==> src/rtl/riscv_ctrl_pkg.sv <==
// Shared control encodings for the RV32I multi-cycle core: opcodes, FSM states,
// ALU/PC/writeback select codes and the opcode-to-class map.
package riscv_ctrl_pkg;

    localparam logic [6:0] OPC_LUI      = 7'h37;
    localparam logic [6:0] OPC_AUIPC    = 7'h17;
    localparam logic [6:0] OPC_JAL      = 7'h6F;
    localparam logic [6:0] OPC_JALR     = 7'h67;
    localparam logic [6:0] OPC_BRANCH   = 7'h63;
    localparam logic [6:0] OPC_LOAD     = 7'h03;
    localparam logic [6:0] OPC_STORE    = 7'h23;
    localparam logic [6:0] OPC_OP_IMM   = 7'h13;
    localparam logic [6:0] OPC_OP       = 7'h33;
    localparam logic [6:0] OPC_MISC_MEM = 7'h0F;

    typedef enum logic [2:0] {
        ST_FETCH  = 3'd0,
        ST_DECODE = 3'd1,
        ST_EXEC   = 3'd2,
        ST_MEM    = 3'd3,
        ST_WB     = 3'd4,
        ST_TRAP   = 3'd5
    } state_e;

    typedef enum logic [3:0] {
        ALU_ADD    = 4'd0,
        ALU_SUB    = 4'd1,
        ALU_SLL    = 4'd2,
        ALU_SLT    = 4'd3,
        ALU_SLTU   = 4'd4,
        ALU_XOR    = 4'd5,
        ALU_SRL    = 4'd6,
        ALU_SRA    = 4'd7,
        ALU_OR     = 4'd8,
        ALU_AND    = 4'd9,
        ALU_PASS_B = 4'd10
    } alu_op_e;

    typedef enum logic [1:0] {
        PC_PLUS4 = 2'd0,
        PC_IMM   = 2'd1,
        PC_ALU   = 2'd2
    } pc_src_e;

    typedef enum logic [1:0] {
        WB_ALU = 2'd0,
        WB_MEM = 2'd1,
        WB_PC4 = 2'd2
    } wb_sel_e;

    typedef enum logic [3:0] {
        CLS_LUI,
        CLS_AUIPC,
        CLS_JAL,
        CLS_JALR,
        CLS_BRANCH,
        CLS_LOAD,
        CLS_STORE,
        CLS_OP_IMM,
        CLS_OP,
        CLS_MISC_MEM,
        CLS_ILLEGAL
    } op_class_e;

    // SYSTEM (ECALL/EBREAK) deliberately lands in CLS_ILLEGAL: both halt the core.
    function automatic op_class_e classify(input logic [6:0] opc);
        classify = CLS_ILLEGAL;
        case (opc)
            OPC_LUI:      classify = CLS_LUI;
            OPC_AUIPC:    classify = CLS_AUIPC;
            OPC_JAL:      classify = CLS_JAL;
            OPC_JALR:     classify = CLS_JALR;
            OPC_BRANCH:   classify = CLS_BRANCH;
            OPC_LOAD:     classify = CLS_LOAD;
            OPC_STORE:    classify = CLS_STORE;
            OPC_OP_IMM:   classify = CLS_OP_IMM;
            OPC_OP:       classify = CLS_OP;
            OPC_MISC_MEM: classify = CLS_MISC_MEM;
            default:      classify = CLS_ILLEGAL;
        endcase
    endfunction

endpackage

==> src/rtl/alu_op_decode.sv <==
// Combinational map from instruction class, funct3 and instruction bit 30 to the ALU op.
// Zero latency; no handshake.
module alu_op_decode
    import riscv_ctrl_pkg::*;
(
    input  op_class_e  op_class_i,
    input  logic [2:0] funct3_i,
    input  logic       funct7_5_i,
    output alu_op_e    alu_op_o
);

    always_comb begin
        alu_op_o = ALU_ADD;
        case (op_class_i)
            CLS_OP, CLS_OP_IMM: begin
                case (funct3_i)
                    // Bit 30 means SUB only for register-register ops; ADDI has no SUBI.
                    3'b000: alu_op_o = (op_class_i == CLS_OP && funct7_5_i) ? ALU_SUB : ALU_ADD;
                    3'b001: alu_op_o = ALU_SLL;
                    3'b010: alu_op_o = ALU_SLT;
                    3'b011: alu_op_o = ALU_SLTU;
                    3'b100: alu_op_o = ALU_XOR;
                    3'b101: alu_op_o = funct7_5_i ? ALU_SRA : ALU_SRL;
                    3'b110: alu_op_o = ALU_OR;
                    3'b111: alu_op_o = ALU_AND;
                    default: alu_op_o = ALU_ADD;
                endcase
            end
            CLS_LUI:    alu_op_o = ALU_PASS_B;
            CLS_BRANCH: alu_op_o = ALU_SUB;
            default:    alu_op_o = ALU_ADD;
        endcase
    end

endmodule

==> src/rtl/control_sequencer.sv <==
// Multi-cycle RV32I control FSM: FETCH/DECODE/EXEC/MEM/WB, branch resolution, retire count.
// Strobes are combinational from state and ready inputs; FETCH and MEM stall on imem_ready/dmem_ready.
module control_sequencer
    import riscv_ctrl_pkg::*;
#(
    parameter int INSTRET_W = 32
) (
    input  logic                 clk,
    input  logic                 reset,
    input  logic [6:0]           opcode,
    input  logic [2:0]           funct3,
    input  logic                 funct7_5,
    input  logic [4:0]           rd,
    input  logic                 cmp_eq,
    input  logic                 cmp_lt,
    input  logic                 cmp_ltu,
    input  logic                 imem_ready,
    input  logic                 dmem_ready,
    output logic                 imem_req,
    output logic                 ir_write,
    output logic                 dmem_req,
    output logic                 dmem_we,
    output logic                 pc_write,
    output logic [1:0]           pc_src,
    output logic                 alu_src_a,
    output logic                 alu_src_b,
    output logic [3:0]           alu_op,
    output logic                 reg_write,
    output logic [1:0]           wb_sel,
    output logic                 branch_taken,
    output logic                 trap,
    output logic [INSTRET_W-1:0] instret
);

    state_e                 state_q, state_d;
    logic                   trap_q;
    logic [INSTRET_W-1:0]   instret_q;
    logic                   retire;
    op_class_e              op_class;
    alu_op_e                dec_alu_op;
    logic                   br_cond;
    logic                   br_illegal;
    logic                   is_jump;

    assign op_class = classify(opcode);
    assign is_jump  = (op_class == CLS_JAL) || (op_class == CLS_JALR);

    alu_op_decode u_alu_op_decode (
        .op_class_i (op_class),
        .funct3_i   (funct3),
        .funct7_5_i (funct7_5),
        .alu_op_o   (dec_alu_op)
    );

    always_comb begin
        br_cond    = 1'b0;
        br_illegal = 1'b0;
        case (funct3)
            3'b000:  br_cond = cmp_eq;
            3'b001:  br_cond = !cmp_eq;
            3'b100:  br_cond = cmp_lt;
            3'b101:  br_cond = !cmp_lt;
            3'b110:  br_cond = cmp_ltu;
            3'b111:  br_cond = !cmp_ltu;
            default: br_illegal = 1'b1;
        endcase
    end

    // Reset gates every output so an abort mid-instruction drops strobes without waiting for a clock.
    always_comb begin
        state_d      = state_q;
        retire       = 1'b0;
        imem_req     = 1'b0;
        ir_write     = 1'b0;
        dmem_req     = 1'b0;
        dmem_we      = 1'b0;
        pc_write     = 1'b0;
        pc_src       = PC_PLUS4;
        alu_src_a    = 1'b0;
        alu_src_b    = 1'b0;
        alu_op       = ALU_ADD;
        reg_write    = 1'b0;
        wb_sel       = WB_ALU;
        branch_taken = 1'b0;
        if (!reset) begin
            case (state_q)
                ST_FETCH: begin
                    imem_req = 1'b1;
                    if (imem_ready) begin
                        ir_write = 1'b1;
                        state_d  = ST_DECODE;
                    end
                end
                ST_DECODE: state_d = (op_class == CLS_ILLEGAL) ? ST_TRAP : ST_EXEC;
                ST_EXEC: begin
                    alu_op  = dec_alu_op;
                    state_d = ST_WB;
                    case (op_class)
                        CLS_OP_IMM, CLS_LOAD, CLS_STORE, CLS_JALR: alu_src_b = 1'b1;
                        CLS_LUI:   alu_src_b = 1'b1;
                        CLS_AUIPC: begin
                            alu_src_a = 1'b1;
                            alu_src_b = 1'b1;
                        end
                        default: ;
                    endcase
                    case (op_class)
                        CLS_BRANCH: begin
                            if (br_illegal) begin
                                state_d = ST_TRAP;
                            end else begin
                                branch_taken = br_cond;
                                pc_write     = 1'b1;
                                pc_src       = br_cond ? PC_IMM : PC_PLUS4;
                                retire       = 1'b1;
                                state_d      = ST_FETCH;
                            end
                        end
                        CLS_JAL: begin
                            pc_write = 1'b1;
                            pc_src   = PC_IMM;
                        end
                        CLS_JALR: begin
                            pc_write = 1'b1;
                            pc_src   = PC_ALU;
                        end
                        CLS_MISC_MEM: begin
                            pc_write = 1'b1;
                            retire   = 1'b1;
                            state_d  = ST_FETCH;
                        end
                        CLS_LOAD, CLS_STORE: state_d = ST_MEM;
                        default: ;
                    endcase
                end
                ST_MEM: begin
                    dmem_req = 1'b1;
                    dmem_we  = (op_class == CLS_STORE);
                    if (dmem_ready) begin
                        if (op_class == CLS_STORE) begin
                            pc_write = 1'b1;
                            retire   = 1'b1;
                            state_d  = ST_FETCH;
                        end else begin
                            state_d  = ST_WB;
                        end
                    end
                end
                ST_WB: begin
                    reg_write = (rd != 5'd0);
                    if (op_class == CLS_LOAD) begin
                        wb_sel = WB_MEM;
                    end else if (is_jump) begin
                        wb_sel = WB_PC4;
                    end
                    pc_write = !is_jump;
                    retire   = 1'b1;
                    state_d  = ST_FETCH;
                end
                ST_TRAP: state_d = ST_TRAP;
                default: state_d = ST_FETCH;
            endcase
        end
    end

    always_ff @(posedge clk or posedge reset) begin
        if (reset) begin
            state_q   <= ST_FETCH;
            trap_q    <= 1'b0;
            instret_q <= '0;
        end else begin
            state_q <= state_d;
            if (state_d == ST_TRAP) begin
                trap_q <= 1'b1;
            end
            if (retire) begin
                instret_q <= instret_q + INSTRET_W'(1);
            end
        end
    end

    assign trap    = trap_q;
    assign instret = instret_q;

endmodule

==> config.mk <==
export PLATFORM = sky130hd
export DESIGN_NAME = control_sequencer
export DESIGN_NICKNAME = d
export VERILOG_FILES = /design/src/rtl/riscv_ctrl_pkg.sv /design/src/rtl/alu_op_decode.sv /design/src/rtl/control_sequencer.sv
export SDC_FILE = /design/constraint.sdc
export NUM_CORES = 1
export LEC_CHECK = 0
export CAP_MARGIN = 30
export CORE_MARGIN = 2
export CORE_UTILIZATION = 52
export CTS_CLUSTER_DIAMETER = 150
export CTS_CLUSTER_SIZE = 12
export DETAILED_ROUTE_END_ITERATION = 10
export HOLD_SLACK_MARGIN = 0.08
export PLACE_DENSITY = 0.86
export SLEW_MARGIN = 30
export SYNTH_ARGS = -nofsm -noshare
export SYNTH_HDL_FRONTEND = slang
export SYNTH_SLANG_ARGS = --single-unit
==> constraint.sdc <==
create_clock -name clk -period 5.7 [get_ports clk]
set_clock_uncertainty 0.05 [all_clocks]
set_input_delay 0.57 -clock clk [delete_from_list [all_inputs] [get_ports clk]]
set_output_delay 0.57 -clock clk [all_outputs]
set_load 0.05 [all_outputs]
# Word level (Yosys, flattened, before mapping)

Cells that the tools add are included.

Register bits: 36
Output and inout port bits: 50
Bits of input ports: 23

Reductions and logical operators: 15
Mux-type cells: 55
$add $sub $neg: 1
Equal/unequal tests: 33

Operator list:

| cell                                                                  | count |
|---|---|
| 4-bit case mux with 10 select lines                                   | 1 |
| 32-bit by 1-bit adder with 32-bit output, second input constant       | 1 |
| 4-bit case mux with 8 select lines                                    | 1 |
| 1-bit two-way mux                                                     | 30 |
| 3-bit equality test, second input constant                            | 7 |
| 7-bit by 6-bit equality test with 1-bit output, second input constant | 3 |
| 7-bit equality test, second input constant                            | 3 |
| 3-bit two-way mux                                                     | 6 |
| 4-bit by 3-bit equality test with 1-bit output, second input constant | 4 |
| 3-bit case mux with 5 select lines                                    | 1 |
| 7-bit by 5-bit equality test with 1-bit output, second input constant | 2 |
| 3-bit by 2-bit equality test with 1-bit output, second input constant | 4 |
| 4-bit equality test, second input constant                            | 3 |
| 2-bit two-way mux                                                     | 6 |
| 4-bit case mux with 3 select lines                                    | 1 |
| 6-bit OR reduction                                                    | 2 |
| 3-bit case mux with 3 select lines                                    | 1 |
| 4-bit by 2-bit equality test with 1-bit output, second input constant | 2 |
| 4-bit two-way mux                                                     | 2 |
| 7-bit by 2-bit equality test with 1-bit output, second input constant | 1 |
| 7-bit by 4-bit equality test with 1-bit output, second input constant | 1 |
| 3-bit by 1-bit equality test with 1-bit output, second input constant | 2 |
| 3-bit zero test                                                       | 2 |
| 1-bit case mux with 3 select lines                                    | 2 |
| other kinds (11)                                                      | 16 |

# Longest topological paths before layout

Gate-level depths: netlist of run 1.

Word-level depth: 9
Mapped depth: 8
Mapped depth without buffers: 5

# Modules after synthesis

A second synthesis of run 1 with hierarchy kept.

Cells, all modules: 268
Area, all modules: 2432.3 um^2

Modules (own cells, without submodules):

| module            | cells an instance | area each (um^2) | times used |
|---|---|---|---|
| control_sequencer | 246               | 2282.2           | 1 |
| alu_op_decode     | 22                | 150.1            | 1 |

# Worst setup path after synthesis of run 1

No wires, ideal clock.

Path type: input port to output port
Start point: input port reset
End point: output port ir_write
Buffers on the path: 1
Arrival: 2.944 ns
Data required time: 5.080 ns
Stages on the path: 3
Path slack: 2.136 ns
Cells stage by stage: clkbuf_1 nor4_1 and2_1

Cells in the longest elaborated chain, start to end: 1

Ends and longest elaborated chain:

| item               | line                    | text |
|---|---|---|
| start: declaration | control_sequencer.sv:9  | `input logic reset,` |
| 1-bit two-way mux  | control_sequencer.sv:85 | `if (!reset) begin` |
| end: declaration   | control_sequencer.sv:20 | `output logic ir_write,` |

Every way passes these cells.

# Final worst setup path of run 1

Start point: input port opcode[5]
End point: output port pc_src[0]

Cells in the longest elaborated chain, start to end: 6

Ends and longest elaborated chain:

| item                                                                                                             | line                     | text |
|---|---|---|
| start: declaration                                                                                               | control_sequencer.sv:10  | `input logic [6:0] opcode,` |
| 7-bit by 4-bit equality test with 1-bit output, or another cell as far along                                     | riscv_ctrl_pkg.sv:68     | `case (opc)` |
| 4-bit case mux with 10 select lines (*)                                                                          | riscv_ctrl_pkg.sv:68     |  |
| 4-bit by 2-bit equality test with 1-bit output or 4-bit by 3-bit equality test with 1-bit output (tied branches) | control_sequencer.sv:107 | `case (op_class)` |
| 2-bit case mux with 3 select lines (*)                                                                           | control_sequencer.sv:107 |  |
| 2-bit two-way mux (*)                                                                                            | control_sequencer.sv:86  | `case (state_q)` |
| 2-bit two-way mux (*)                                                                                            | control_sequencer.sv:85  |  |
| end: declaration                                                                                                 | control_sequencer.sv:24  | `output logic [1:0] pc_src,` |

Every way passes the cells marked *; elsewhere a longest branch is shown, timed or not.

==> impl_results.md, run 1 <==
- Top post-synthesis cells by count: dfrtp_1, xor2_1, nand2_1
- Area of the multi-input gates: 1530 um^2
- Remaining global-route overflow: 0
- CTS Hold Bufs: 0
- Sequential standard cell area: 901 um^2
- Min Tclk post-route: 3.76 ns
- # Max-Cap Violations: 0
- Routed wire per std cell: 15.9 um
- Pwr Density: 253 nW/um^2
- Die Y: 74.2 um
- DRT Pass-1 Iters: 5
- Least-Margin Pin Slew: 0.880 ns
- Max Root-Sink Buffers: 2
- Worst min path class: reg2reg
- Critical Path Fanout Max: 14
- Die area: 5500 um^2
- Vias: 2326
- Final Wtd Congestion: 0.935
- Top cells by area, synth: dfrtp_1, xor2_1, nor4_2
- Status: completed
- Worst reg2reg path depth: 6
- Number of nets in the layout: 351
- Power, Total: 0.000853 W
- Fin crit share: 0.660
- I/O Buffers: 72
- Synth Area in Simple Gates: 0.358
- Clock root buffer: clkbuf_8
- Worst VDD drop: 0.158 mV
- Post-CTS sizing: 0
- GRT Total Usage: 0.240
- Final setup viols: 0
- Die W: 74.2 um
- FILL cells: 365
- Hold path startpoint: trap$_DFFE_PP0N_
- Synth Area in Compound Gates: 0.104
- Area leader, netlist: dfrtp_1
- Hold depth: 1
- Xor/xnor share of the synthesized area: 0.113
- Synthesis Warnings: 0
- DR WL met2: 3060 um
- Post-synth top flop: dfrtp_1
- FF-to-FF Start: state_q[0]$_DFF_PP0_
- Crit path launch type: input port
- Async S/R FF share, synth: 1.00
- Setup tns final: 0 ns
- Pin count of the biggest net entering global routing: 42
- Crit path DAT: 3.14 ns
- # diodes: 0
- Max-slew violations: 0
- Worst endpoint required time: 5.08 ns
- Lkg Pwr: 1.40 nW
- Sequential area share after synthesis: 0.352
- # rows: 25
- Post-CTS Setup Bufs: 0
- I/O pin count: 73
- Most numerous cell in the Yosys netlist: dfrtp_1
- First-pass GRT wire length: 10300 um
- Post-Synth Adder-Cell Area: 0.00489
- Synthesis-stage register bit count: 36
- Hold EP: trap$_DFFE_PP0N_
- Top routing layer in use: met4
- Clock Sinks: 36
- CTS tree: done
- Core Util, Final: 0.712
- Post-Route WL: 6250 um
- Worst setup EP type: output pin
- Post-synth top area share: 0.352
- Metal-1 WL: 2650 um
- Rel. slew slack: 0.414
- Residual DRC count: 0
- Largest family of logic cells by synthesized area: simple AND/OR/NAND/NOR gates
- Setup CP Type: in2out
- Syn Inst Count: 262
- RSZ-0062 raised after global routing: no
- Mapped Nets: 286
- Routed length on met3: 373 um
- Avg Vias per Cell: 5.90
- Synth Area per Inst: 9.77 um^2
- Fin. Hold Viols: 0
- H-tree depth: 2
- Number of synthesized flops with an enable pin: 0
- F_max: 266 MHz
- Clock slew at reported path FFs: 0.07 ns
- Post-detail-place hpwl: 4660 um
- Drt initial violations: 150
- CTS Buf Count: 5
- Post-synthesis cell type count: 56
- Worst-skew pair later-pin latency: 0.28 ns
- Area Overhead vs Synth: 31.4%
- Mux share of post-synthesis cell area: 0.0166
- R2R Setup Slk: 3.51 ns
- Layout cells sized above 1: 0.128
- Syn Std Cell Area: 2560 um^2
- Antenna viol nets, final: 0
- Vias in the first global route: 2157
- Core ar.: 4720 um^2
- Initial antenna violation count: 0
- R2r endpoint: instret[27]$_DFFE_PP0P_
- Initial Util: 0.542
-- worst max-delay path, cell delays in order --
cell and delay (ns):
clkdlybuf4s50_1 0.77, and3b_1 0.36, nand2_1 0.16, or3_1 0.33, o21bai_1 0.13, clkdlybuf4s50_1 0.82
-- report_power, final --
group | leakage (nW) | internal (W) | switching, W
Combinational | 0.872 | 0.000116 | 0.000214
Clock | 0.0503 | 0.000108 | 0.0000861
Sequential | 0.481 | 0.000279 | 0.0000488
-- worst max-delay path by stage --
stage | cells past startpoint | start | to | slack, ns
2_1_floorplan | 3 | reset | ir_write | 2.14
3_3_place_gp | 6 | opcode[5] | pc_src[0] | 1.94
3_5_place_dp | 6 | opcode[5] | pc_src[0] | 1.98
4_1_cts | 6 | opcode[5] | pc_src[0] | 1.98
5_1_grt | 6 | opcode[5] | pc_src[0] | 1.83
6_report | 6 | opcode[5] | pc_src[0] | 1.94
-- layer usage --
metal | global-route usage | vias to the layer above
met5 | 0 | -
met3 | 0.0556 | 16
met4 | 0.0970 | 0
li1 | - | 1097
met1 | 0.322 | 1121
met2 | 0.376 | 92
-- area by class of cell --
class / count / area share
multi-input cells: 203 / 0.454
flip-flops and latches: 36 / 0.268
repair buffers: 74 / 0.217
clock buffers: 7 / 0.0286
well taps: 67 / 0.0249
inverters: 7 / 0.00781
-- flip-flops by register name, indices dropped and copies added, names as in the netlist --
name     cells
instret     32
trap         1
state_q      3
-- per-stage QoR --
step / hold slack (ns) / setup WS, ns / std cells / area [um^2]
detailed placement: 0.404 / 1.98 / 387 / 3270
floorplan: 0.648 / 2.14 / 262 / 2560
global placement: 0.401 / 1.94 / 387 / 3270
CTS: 0.420 / 1.98 / 394 / 3360
global route: 0.443 / 1.83 / 394 / 3360
finish: 0.414 / 1.94 / 394 / 3360
-- cell families after synthesis --
group / Yosys count
AOI/OAI and AO/OA: 37
xor gates and xnor gates: 33
adders and majority gates: 1
buffers and inverters: 23
DFF: 36
muxes: 4
and+or+nand+nor: 128
-- cell usage in the layout (no fill, tap or decap), drive strengths merged, types with 2 or more instances in the layout --
cell type      count
clkdlybuf4s50     71
dfrtp             36
xor2              31
nand2             18
nor4              18
nor3              14
nor2              14
nand3             13
nand4              8
nor4b              8
a21oi              8
o21ai              8
nand2b             7
inv                7
clkbuf             7
and4               5
and3               4
nor2b              4
nor3b              3
o21bai             3
or2                3
buf                3
and3b              2
a32oi              2
a31oi              2
a21o               2
or3                2
mux2i              2
xnor2              2
mux2               2
Power figures use the tool's default switching activity.
==> run 2, diff against run 1 <==
--- a/config.mk
+++ b/config.mk
@@ -7,12 +7,12 @@
 export LEC_CHECK = 0
 export CAP_MARGIN = 30
 export CORE_MARGIN = 2
-export CORE_UTILIZATION = 52
+export CORE_UTILIZATION = 44
 export CTS_CLUSTER_DIAMETER = 150
 export CTS_CLUSTER_SIZE = 12
 export DETAILED_ROUTE_END_ITERATION = 10
 export HOLD_SLACK_MARGIN = 0.08
-export PLACE_DENSITY = 0.86
+export PLACE_DENSITY = 0.78
 export SLEW_MARGIN = 30
 export SYNTH_ARGS = -nofsm -noshare
 export SYNTH_HDL_FRONTEND = slang
==> constraint.sdc (replaced) <==
create_clock -name clk -period 3.08 [get_ports clk]
set_clock_uncertainty 0.05 [all_clocks]
set_input_delay 0.308 -clock clk [delete_from_list [all_inputs] [get_ports clk]]
set_output_delay 0.308 -clock clk [all_outputs]
set_load 0.05 [all_outputs]
==> run 2 against run 1 <==
Effect of this change: final cell count increased by 2.5%; combinational power is 90% higher; core utilization down 9.7 points; sequential share of layout area down 0.51 points; wire length is 2.1% lower; cell area is 1.9% higher; total power rose by 99%; sequential power rose by 87%; register-to-register slack lost 2.5 ns; first-iteration DRC count down 40%; critical endpoint is now reg_write; largest power group unchanged; highest routed layer unchanged.
==> impl_results.md, run 2 (same netlist as run 1, synthesis figures left out) <==
- Metal-1 WL: 2710 um
- Critical Path Fanout Max: 10
- Worst min path class: in2async
- Antenna viol nets, final: 0
- Clock Sinks: 36
- Max reg flops: 32
- Core ar.: 5570 um^2
- Top delay family on crit path: buffers and inverters
- Final setup viols: 0
- Pin count of the biggest net entering global routing: 40
- Die W: 80.3 um
- Fin crit share: 0.901
- # rows: 27
- Remaining global-route overflow: 0
- DR WL met2: 2950 um
- Max-slew violations: 0
- Setup tns final: 0 ns
- # diodes: 0
- Setup CP Type: reg2out
- I/O Buffers: 72
- I/O pin count: 73
- Comb pwr share: 0.371
- Routed length on met3: 370 um
- DRT Pass-1 Iters: 4
- Switching Fraction: 0.390
- Pwr Density: 495 nW/um^2
- CTS Buf Count: 5
- Vias in the first global route: 2192
- CTS Hold Bufs: 0
- Most frequent cells in the layout: clkdlybuf4s50_1, dfrtp_1, xor2_1
- Post-detail-place hpwl: 4570 um
- P_sw: 0.000662 W
- Crit path DAT: 2.42 ns
- Number of nets in the layout: 355
- Min Hold Slack: 0.349 ns
- GRT Total Usage: 0.202
- Vias: 2299
- Routed wire per std cell: 15.1 um
- Post-CTS sizing: 0
- Cell Int Power: 0.00104 W
- Worst VDD drop: 0.376 mV
- CP startpoint: state_q[1]$_DFF_PP0_
- Initial antenna violation count: 0
- Core Util, Final: 0.615
- Drt initial violations: 90
- Critical-path cell list: nand2b_1 -> or3_1 -> a21oi_1 -> clkdlybuf4s50_1
- FILL cells: 454
- Max incr delay on CP: 0.84 ns
- Area Overhead vs Synth: 34.0%
- Worst setup EP type: output pin
- Fin. Hold Viols: 0
- Min Tclk post-route: 2.78 ns
- Residual DRC count: 0
- # Max-Cap Violations: 0
- Avg Vias per Cell: 5.69
- Clock root buffer: clkbuf_8
- Lkg Pwr: 1.47 nW
- First-pass GRT wire length: 10300 um
- Final Wtd Congestion: 0.912
- Max Root-Sink Buffers: 2
- Least-Margin Pin Slew: 0.647 ns
- Worst-skew pair later-pin latency: 0.29 ns
- Post-Route WL: 6120 um
- Layout cells sized above 1: 0.184
- Clock power share: 0.269
- Buffers and inverters on the worst path: 1
- Die area: 6440 um^2
- Die Y: 80.3 um
- FF-to-FF Start: state_q[0]$_DFF_PP0_
- Crit path launch type: flop
- F_max: 360 MHz
- Sequential Power Share: 0.360
- Initial Util: 0.459
- Clock slew at reported path FFs: 0.07 ns
- Top routing layer in use: met4
- Status: completed
- CP max stage cell: clkdlybuf4s50_1
- Commonest non-fill, non-tap cell in the layout: clkdlybuf4s50_1
- Post-CTS Setup Bufs: 0
- Worst endpoint required time: 2.72 ns
- Rel. slew slack: 0.567
- CTS tree: done
- H-tree depth: 2
- RSZ-0062 raised after global routing: no
## run 2: power groups by stage
| stage | logic, W | registers [W] | clock network, W |
|---|---|---|---|
| finish | 0.000629 | 0.000612 | 0.000457 |
| floorplan | 0.000399 | 0.000674 | 0 |
| global route | 0.000674 | 0.000622 | 0.000481 |
| global placement | 0.000626 | 0.000617 | 0 |
| CTS | 0.000633 | 0.000609 | 0.000465 |
| detailed placement | 0.000629 | 0.000618 | 0 |
## run 2: worst paths after layout
check / endpoint / slack (ns) / cells past startpoint
worst min-delay path: instret[10]$_DFFE_PP0P_ / 0.35 / 3
max in group asynchronous: instret[19]$_DFFE_PP0P_ / 1.90 / 4
min in group clk: instret[31]$_DFFE_PP0P_ / 0.42 / 1
worst min register to register: instret[31]$_DFFE_PP0P_ / 0.42 / 1
worst max-delay path: reg_write / 0.30 / 4
worst max register to register: instret[31]$_DFFE_PP0P_ / 1.00 / 6
## run 2: layout make-up
type                       instances  area, um^2  share of cell area
clock buffer                       7        96.3              0.0281
clock inverter                     1        30.0             0.00876
inverter                           7        26.3             0.00766
multi-input combinational        203        1530               0.447
sequential                        36         901               0.263
tap                               72        90.1              0.0263
timing repair buffer              78         753               0.220
## run 2: routing by layer
| layer | global-route usage | up-vias |
|---|---|---|
| met5 | 0 | - |
| met4 | 0.0746 | 0 |
| met3 | 0.0427 | 6 |
| met2 | 0.330 | 97 |
| met1 | 0.262 | 1093 |
| li1 | - | 1103 |
## run 2: tightest hold or removal path, stage by stage
cell and delay [ns]:
buf_2 0.13, buf_4 0.28, inv_1 0.39
## run 2: per-stage QoR
| step | area, um^2 | power [W] | instances | worst slack (ns) |
|---|---|---|---|---|
| after detailed placement | 3300 | 0.00125 | 396 | 0.423 |
| after CTS | 3430 | 0.00171 | 404 | 0.283 |
| final | 3430 | 0.00170 | 404 | 0.305 |
| after global placement | 3300 | 0.00124 | 396 | 0.459 |
| after global routing | 3430 | 0.00178 | 404 | 0.185 |
| after floorplan | 2570 | 0.00107 | 262 | 0.264 |
==> run 3, diff against run 2 <==
--- a/config.mk
+++ b/config.mk
@@ -7,12 +7,12 @@
 export LEC_CHECK = 0
 export CAP_MARGIN = 30
 export CORE_MARGIN = 2
-export CORE_UTILIZATION = 44
+export CORE_UTILIZATION = 48
 export CTS_CLUSTER_DIAMETER = 150
 export CTS_CLUSTER_SIZE = 12
 export DETAILED_ROUTE_END_ITERATION = 10
 export HOLD_SLACK_MARGIN = 0.08
-export PLACE_DENSITY = 0.78
+export PLACE_DENSITY = 0.8
 export SLEW_MARGIN = 30
 export SYNTH_ARGS = -nofsm -noshare
 export SYNTH_HDL_FRONTEND = slang
==> constraint.sdc (replaced) <==
create_clock -name clk -period 3.1 [get_ports clk]
set_clock_uncertainty 0.05 [all_clocks]
set_input_delay 0.31 -clock clk [delete_from_list [all_inputs] [get_ports clk]]
set_output_delay 0.31 -clock clk [all_outputs]
set_load 0.05 [all_outputs]
==> run 3 against run 2 <==
Effect of this change: clock power is 23% lower; final cell count up 0.74%; first-iteration DRC count increased by 57%; clock-buffer cell count did not move; sequential power is 6.9% lower; via count about the same; non-clock buffer count grew 5; combinational power rose by 13%; global-route usage up 1.5 points; flip-flop and latch count did not move; critical path type is now in2out; largest cell class unchanged.
==> impl_results.md, run 3 (same netlist as run 1, synthesis figures left out) <==
- Least-Margin Pin Slew: 0.617 ns
- Core ar.: 5140 um^2
- Final setup viols: 0
- I/O pin count: 73
- Setup tns final: 0 ns
- Fin. Hold Viols: 0
- Final Wtd Congestion: 0.943
- Commonest non-fill, non-tap cell in the layout: clkdlybuf4s50_1
- Max reg flops: 32
- Routed wire per std cell: 15.5 um
- Number of nets in the layout: 360
- # rows: 26
- Min Tclk post-route: 2.80 ns
- Top delay family on crit path: buffers and inverters
- First-pass GRT wire length: 10500 um
- Critical-path cell list: clkdlybuf4s50_1 -> and4bb_2 -> nand2_1 -> nor3_1 -> clkdlybuf4s50_1
- FILL cells: 441
- Worst setup EP type: output pin
- Antenna viol nets, final: 0
- Pin count of the biggest net entering global routing: 32
- CTS tree: done
- Pwr Density: 473 nW/um^2
- Max incr delay on CP: 0.83 ns
- CP max stage cell: clkdlybuf4s50_1
- Area of the multi-input gates: 1530 um^2
- Die area: 5930 um^2
- Post-detail-place hpwl: 4760 um
- # diodes: 0
- Status: completed
- Clock Sinks: 36
- Rel. slew slack: 0.588
- Worst-skew pair later-pin latency: 0.29 ns
- DRT Pass-1 Iters: 4
- Buffers and inverters on the worst path: 2
- Worst endpoint required time: 2.74 ns
- Die Y: 77.0 um
- # Max-Cap Violations: 0
- Initial antenna violation count: 0
- Worst min path class: in2async
- Lkg Pwr: 1.50 nW
- Remaining global-route overflow: 0
- Crit path DAT: 2.44 ns
- Layout cells sized above 1: 0.187
- Avg Vias per Cell: 5.65
- Post-Route WL: 6310 um
- Area Overhead vs Synth: 34.8%
- Critical Path Fanout Max: 10
- Fin crit share: 0.904
- Worst reg2reg path depth: 5
- Clock root buffer: clkbuf_8
- Setup CP Type: in2out
- H-tree depth: 2
- Max Root-Sink Buffers: 2
- Clock slew at reported path FFs: 0.07 ns
- Drt initial violations: 141
- Final critical-path setup slack: 0.297 ns
- Die W: 77.0 um
- CTS Buf Count: 5
- Sequential standard cell area: 901 um^2
- Worst VDD drop: 0.296 mV
- WP depth: 5
- Vias: 2301
- GRT Total Usage: 0.217
- Initial Util: 0.498
- I/O Buffers: 72
- RSZ-0062 raised after global routing: no
- Crit path launch type: input port
- Most frequent CP cell: clkdlybuf4s50_1
- F_max: 357 MHz
- Pre-CTS setup slack: 0.322 ns
- Residual DRC count: 0
- Most frequent cells in the layout: clkdlybuf4s50_1, dfrtp_1, xor2_1
- Max-slew violations: 0
- Vias in the first global route: 2232
run 3: timing repair:
action | CTS | global route
endpoints found under the setup margin | 0 | 1
resized for setup | 0 | 1
hold buffers | 0 | 0
buffers inserted | 0 | 0
run 3: layout make-up:
class / count / share of cell area
clock buffer: 7 / 0.0250
clock inverter: 1 / 0.00217
inverter: 7 / 0.00761
multi-input combinational: 203 / 0.444
sequential: 36 / 0.261
tap: 70 / 0.0254
timing repair buffer: 83 / 0.235
run 3: worst paths after layout:
kind	start	end	slack [ns]
max	opcode[3]	wb_sel[0]	0.30
min	reset	instret[25]$_DFFE_PP0P_	0.38
max reg2reg	instret[3]$_DFFE_PP0P_	instret[23]$_DFFE_PP0P_	1.03
min reg2reg	instret[31]$_DFFE_PP0P_	instret[31]$_DFFE_PP0P_	0.42
max in group asynchronous	reset	instret[12]$_DFFE_PP0P_	1.97
min in group clk	instret[31]$_DFFE_PP0P_	instret[31]$_DFFE_PP0P_	0.42
run 3: layer usage:
layer | vias to the layer above | GRT usage | part of all wire | wire length (um)
li1 | 1110 | - | - | -
met1 | 1097 | 0.274 | 0.43 | 2700
met2 | 89 | 0.370 | 0.50 | 3140
met3 | 5 | 0.0424 | 0.062 | 393
met4 | 0 | 0.0750 | 0.012 | 75
met5 | - | 0 | 0 | 0
run 3: power breakdown:
part | switching, W | internal, W
clock | 0.000172 | 0.000181
combinational | 0.000448 | 0.000263
sequential | 0.0000558 | 0.000514
total | 0.000675 | 0.000957
run 3: per-stage QoR:
step	util	area (um^2)	hold WS, ns	std cells	power, W
5_1_grt	0.672	3450	0.438	407	0.00171
4_1_cts	0.671	3450	0.388	407	0.00164
3_3_place_gp	0.653	3360	0.407	399	0.00127
2_1_floorplan	-	2570	0.443	262	0.00107
6_report	0.672	3450	0.383	407	0.00163
3_5_place_dp	0.653	3360	0.418	399	0.00129
run 3: tightest hold or removal path, stage by stage:
cell	delay (ns)
buf_2	0.21
buf_4	0.22
inv_1	0.46
